$ cat config.mk
export PLATFORM = sky130hd
export DESIGN_NAME = izh_neuron_scheduler
export DESIGN_NICKNAME = d
export VERILOG_FILES = /design/src/rtl/izh_neuron_scheduler.sv
export SDC_FILE = /design/constraint.sdc
export NUM_CORES = 1
export LEC_CHECK = 0
export CAP_MARGIN = 30
export CORE_UTILIZATION = 64
export CTS_BUF_LIST = sky130_fd_sc_hd__clkbuf_16
export CTS_CLUSTER_SIZE = 20
export DETAILED_ROUTE_END_ITERATION = 16
export DONT_BUFFER_PORTS = 1
export PLACE_DENSITY = 0.8
export SLEW_MARGIN = 20
export SYNTH_ARGS = -nofsm -noshare
export SYNTH_HDL_FRONTEND = slang
export SYNTH_SLANG_ARGS = --single-unit
$ cat constraint.sdc
create_clock -name clk -period 5.45 [get_ports clk]
set_input_delay 0.8175 -clock clk [delete_from_list [all_inputs] [get_ports clk]]
set_output_delay 0.8175 -clock clk [all_outputs]
set_load 0.02 [all_outputs]
$ cat src/rtl/izh_neuron_scheduler.sv
// Sequences N_NEURONS neurons through one shared Izhikevich engine per timestep.
// Define SPIKE_CNT_EN to build the saturating total-spike counter on spike_cnt.
module izh_neuron_scheduler #(
  parameter int N_NEURONS = 8,
  parameter int W         = 20,
  parameter int IDX_W     = 3
) (
  input  logic                 clk,
  input  logic                 reset,
  input  logic                 start,
  input  logic                 cfg_we,
  input  logic [IDX_W-1:0]     cfg_addr,
  input  logic [W-1:0]         cfg_i,
  output logic                 eng_go,
  output logic [W-1:0]         eng_v,
  output logic [W-1:0]         eng_u,
  output logic [W-1:0]         eng_i,
  input  logic                 eng_done,
  input  logic [W-1:0]         eng_v_out,
  input  logic [W-1:0]         eng_u_out,
  input  logic                 eng_spike,
  output logic                 busy,
  output logic                 done,
  output logic [N_NEURONS-1:0] spike_vec,
  output logic [15:0]          step_count,
  output logic [15:0]          spike_cnt
);

  typedef enum logic [2:0] {IDLE, LOAD, WAIT, WB, FIN} state_t;

  // Q4.16 reset values: v = -0.5, u = -0.2
  localparam logic [W-1:0] V_RST = W'(-32'sd32768);
  localparam logic [W-1:0] U_RST = W'(-32'sd13107);

  state_t           state;
  state_t           state_nx;
  logic [W-1:0]     v_mem [N_NEURONS];
  logic [W-1:0]     u_mem [N_NEURONS];
  logic [W-1:0]     i_mem [N_NEURONS];
  logic [IDX_W-1:0] idx;
  logic [15:0]      step_q;
  logic             last;

  assign last       = (idx == IDX_W'(N_NEURONS - 1));
  assign busy       = (state != IDLE);
  assign step_count = step_q;
  assign eng_v      = v_mem[idx];
  assign eng_u      = u_mem[idx];
  assign eng_i      = i_mem[idx];

  always_comb begin
    state_nx = state;
    eng_go   = 1'b0;
    done     = 1'b0;
    case (state)
      IDLE: if (start) state_nx = LOAD;
      LOAD: begin
        eng_go   = 1'b1;
        state_nx = WAIT;
      end
      WAIT: if (eng_done) state_nx = WB;
      WB:   state_nx = last ? FIN : LOAD;
      FIN: begin
        done     = 1'b1;
        state_nx = IDLE;
      end
      default: state_nx = IDLE;
    endcase
  end

  always_ff @(posedge clk) begin
    if (!reset) begin
      state     <= IDLE;
      idx       <= '0;
      spike_vec <= '0;
      step_q    <= '0;
      for (int unsigned n = 0; n < N_NEURONS; n++) begin
        v_mem[n] <= V_RST;
        u_mem[n] <= U_RST;
        i_mem[n] <= '0;
      end
    end else begin
      state <= state_nx;
      case (state)
        IDLE: begin
          // Write lands in the same cycle start is seen, so LOAD reads the new I.
          if (cfg_we && (32'(cfg_addr) < N_NEURONS)) i_mem[cfg_addr] <= cfg_i;
          if (start) begin
            spike_vec <= '0;
            idx       <= '0;
          end
        end
        WB: begin
          v_mem[idx]     <= eng_v_out;
          u_mem[idx]     <= eng_u_out;
          spike_vec[idx] <= eng_spike;
          idx            <= last ? '0 : idx + 1'b1;
        end
        FIN:     step_q <= step_q + 16'd1;
        default: ;
      endcase
    end
  end

`ifdef SPIKE_CNT_EN
  logic [15:0] cnt_q;

  always_ff @(posedge clk) begin
    if (!reset) begin
      cnt_q <= '0;
    end else if (state == WB && eng_spike && cnt_q != '1) begin
      cnt_q <= cnt_q + 16'd1;
    end
  end

  assign spike_cnt = cnt_q;
`else
  assign spike_cnt = '0;
`endif

endmodule
==> results.toml <==
[outcome]
status = "complete, no violations"

[critical_path]
worstSetupPathType = "register to output pin"
reg2reg_slack_ns = 2.26
required_ns = 4.63
reg2reg_to = "u_mem[2][14]"
critPathLaunchType = "register"
r2r-start = "state[1]"
cp.arrival_ns = 2.78
r2r_cells = 5
critPathCaptureType = "output pin"
worstSetupEndpoint = "eng_i[2]"
cp_max_fo = 27

[synthesis]
synthAdderAreaFrac = 0.00162
synth.ff_latch_count = 513
synth-edff-count = 480
ys_seq_area_frac = 0.652
synth_top_flop_cell = "edfxtp_1"
synth_top_family_by_area = "simple AND/OR/NAND/NOR gates"
syn_inst = 1451
muxShareOfSynthArea = 0.148
syn-mean-instance-area_um2 = 15.9
yosys.area_share.xor_xnor = 0.00455
yosys.cell_types.count = 53
syn_area_mm2 = 0.0231
synth-simple-area-share = 0.158
synth_compound_area_frac = 0.0101
ys_warn_count = 0
async_reset_ff_frac = 0

[sta]
finalHoldViolCount = 0
setup_viol = 0
setup_tns_ns = 0
max_slew_margin = 0.358
skew_ns = 0.0196
worst_slew_pin_slew_ns = 0.960
post-route-min-period_ns = 3.60
slew_violations = 0
period_share = 0.660
grt_setup_unrepaired = "no"
fmax_ghz = 0.278

[routing]
drcViolationCount = 0
vias_per_cell = 6.36
wl_per_cell_um = 26.4
wl_um = 51300
drt_iter0_drc = 998
ant_nets = 0
vias = 12340
drt_pass1_iterations = 5

[global_routing]
grt_pass1_wl_um = 76700
grt_pass1_vias = 12653
grt-ovfl-total = 0
antenna_found_initial = 0
grt_use_total = 0.284
grt_max_degree = 85

[cts]
cts_buffers = 51
cts-root-buf = "clkbuf_16"
cts.clk_slew.worst_paths_ns = 0.06
clock_path_buffers = 3
h-tree-depth = 2
cts_resized = 0
cts_sinks = 513
cts_tree = "done"
clk_latency_ns = 0.57
post_cts_buffers = 0
holdBufCountCts = 0

[placement]
hpwl_um = 29700
gp_congestion = 0.740
dp_cells = 1849
port_buffers = 0

[die]
die-height_um = 192
dieArea_mm2 = 0.0369
ios = 172
initial_core_util = 0.650
die_w_um = 192
rows = 69
coreArea_mm2 = 0.0356

[layout]
diodes = 0
layout.nets = 1513
stdcell_count = 1941
final_common_cell = "edfxtp_1"
layout-drive-gt1-share = 0.214
final_cell_mix = "480 x edfxtp_1, 338 x and2_1, 120 x mux4_2"
area_growth_pct = 8.97

[power]
p_switching_mw = 1.74
sw_frac_of_total = 0.215
combPwrFrac = 0.054
ir_drop_mv = 0.302
p_clk_frac = 0.395
pwr-share-seq = 0.551
p_leak_nw = 8.04
power_density_mw_per_mm2 = 322
cell_internal_pwr_mw = 6.36

[job]
maxCapViolCount = 0

[worst_hold_path]
hp-class = "input port to register"
[critical path, cell delays in order (launching register included)]
cell and delay (ns):
dfxtp_4 0.72, buf_4 0.55, mux4_2 0.58, mux2_2 0.37
[metal layers]
metal | track usage | up-vias | routed length (µm)
met4 | 0.0948 | 0 | 1410
met1 | 0.388 | 6323 | 20600
met5 | 0 | - | 0
met2 | 0.458 | 552 | 24900
met3 | 0.0645 | 87 | 4370
li1 | - | 5378 | -
[worst min path at each step]
stage / cells after the start / startpoint / endpoint / slack, ns
after global placement: 2 / step_count[15] / step_count[15] / 0.55
after floorplan: 2 / step_count[15] / step_count[15] / 0.54
after detailed placement: 2 / step_count[15] / step_count[15] / 0.58
final: 1 / eng_spike / spike_vec[3] / 0.39
after global routing: 1 / eng_spike / spike_vec[3] / 0.37
after CTS: 1 / eng_spike / spike_vec[3] / 0.37
[registers in the layout, summed over array words and instances (netlist names), named ones only]
signal      cells
i_mem         160
u_mem         160
v_mem         160
step_count     16
spike_vec       8
idx             3
state           3
[synthesized netlist by cell type (3+ instances only)]
cell      instances  area share
buf_2            22      0.0048
nor3_2            3      0.0013
clkbuf_1         54      0.0088
or3_1            73       0.020
and3_1            9      0.0024
xor2_1            4      0.0015
nand2_1          14      0.0023
xnor2_1           8      0.0030
a21oi_1           3     0.00065
nand2b_1         78       0.021
and2_1          338       0.091
mux2i_1           4      0.0017
o21ai_0          15      0.0032
inv_1             5     0.00081
or2b_1            6      0.0019
buf_4            17      0.0055
nand4_1           5      0.0014
clkbuf_2         20      0.0043
mux2_2           60       0.029
dfxtp_1          33       0.029
mux4_2          120        0.12
nor2_1           29      0.0047
nor3_1            4     0.00087
ha_1              3      0.0016
a221o_1           5      0.0022
edfxtp_1        480        0.62
nand3_1           4     0.00087
a22o_1            3      0.0011
[per-stage QoR]
stage          area, µm²  power [mW]  utilization  worst slack (ns)  hold slack, ns
2_1_floorplan      23200        4.87            -             0.934           0.540
3_3_place_gp       23500        4.97        0.662              2.23           0.551
3_5_place_dp       23700        4.99        0.665              2.16           0.576
4_1_cts            25200        8.13        0.708              1.75           0.368
5_1_grt            25200        8.31        0.708              1.67           0.375
6_report           25200        8.10        0.708              1.85           0.387
[final cells by class]
cell class                 instances  area, µm²
multi-input combinational        831       7600
clock inverter                    39        186
timing repair buffer              39        384
clock buffer                      53       1330
inverter                           5       18.8
fill                            2288      10400
sequential                       513      15100
tap                              461        577
[power groups by stage]
stage	logic [mW]	clock network (mW)	registers [mW]
floorplan	0.353	0	4.52
global placement	0.430	0	4.54
detailed placement	0.441	0	4.54
CTS	0.443	3.23	4.46
global route	0.463	3.37	4.47
finish	0.438	3.20	4.46
[kinds of logic after synthesis]
logic type | count (synthesis)
compound gates | 34
xor+xnor | 12
fa+ha+maj | 3
buf+inv | 122
flops | 513
mux | 184
other cells | 1
simple gates | 582
No activity file was read; power rests on OpenSTA's default activity.
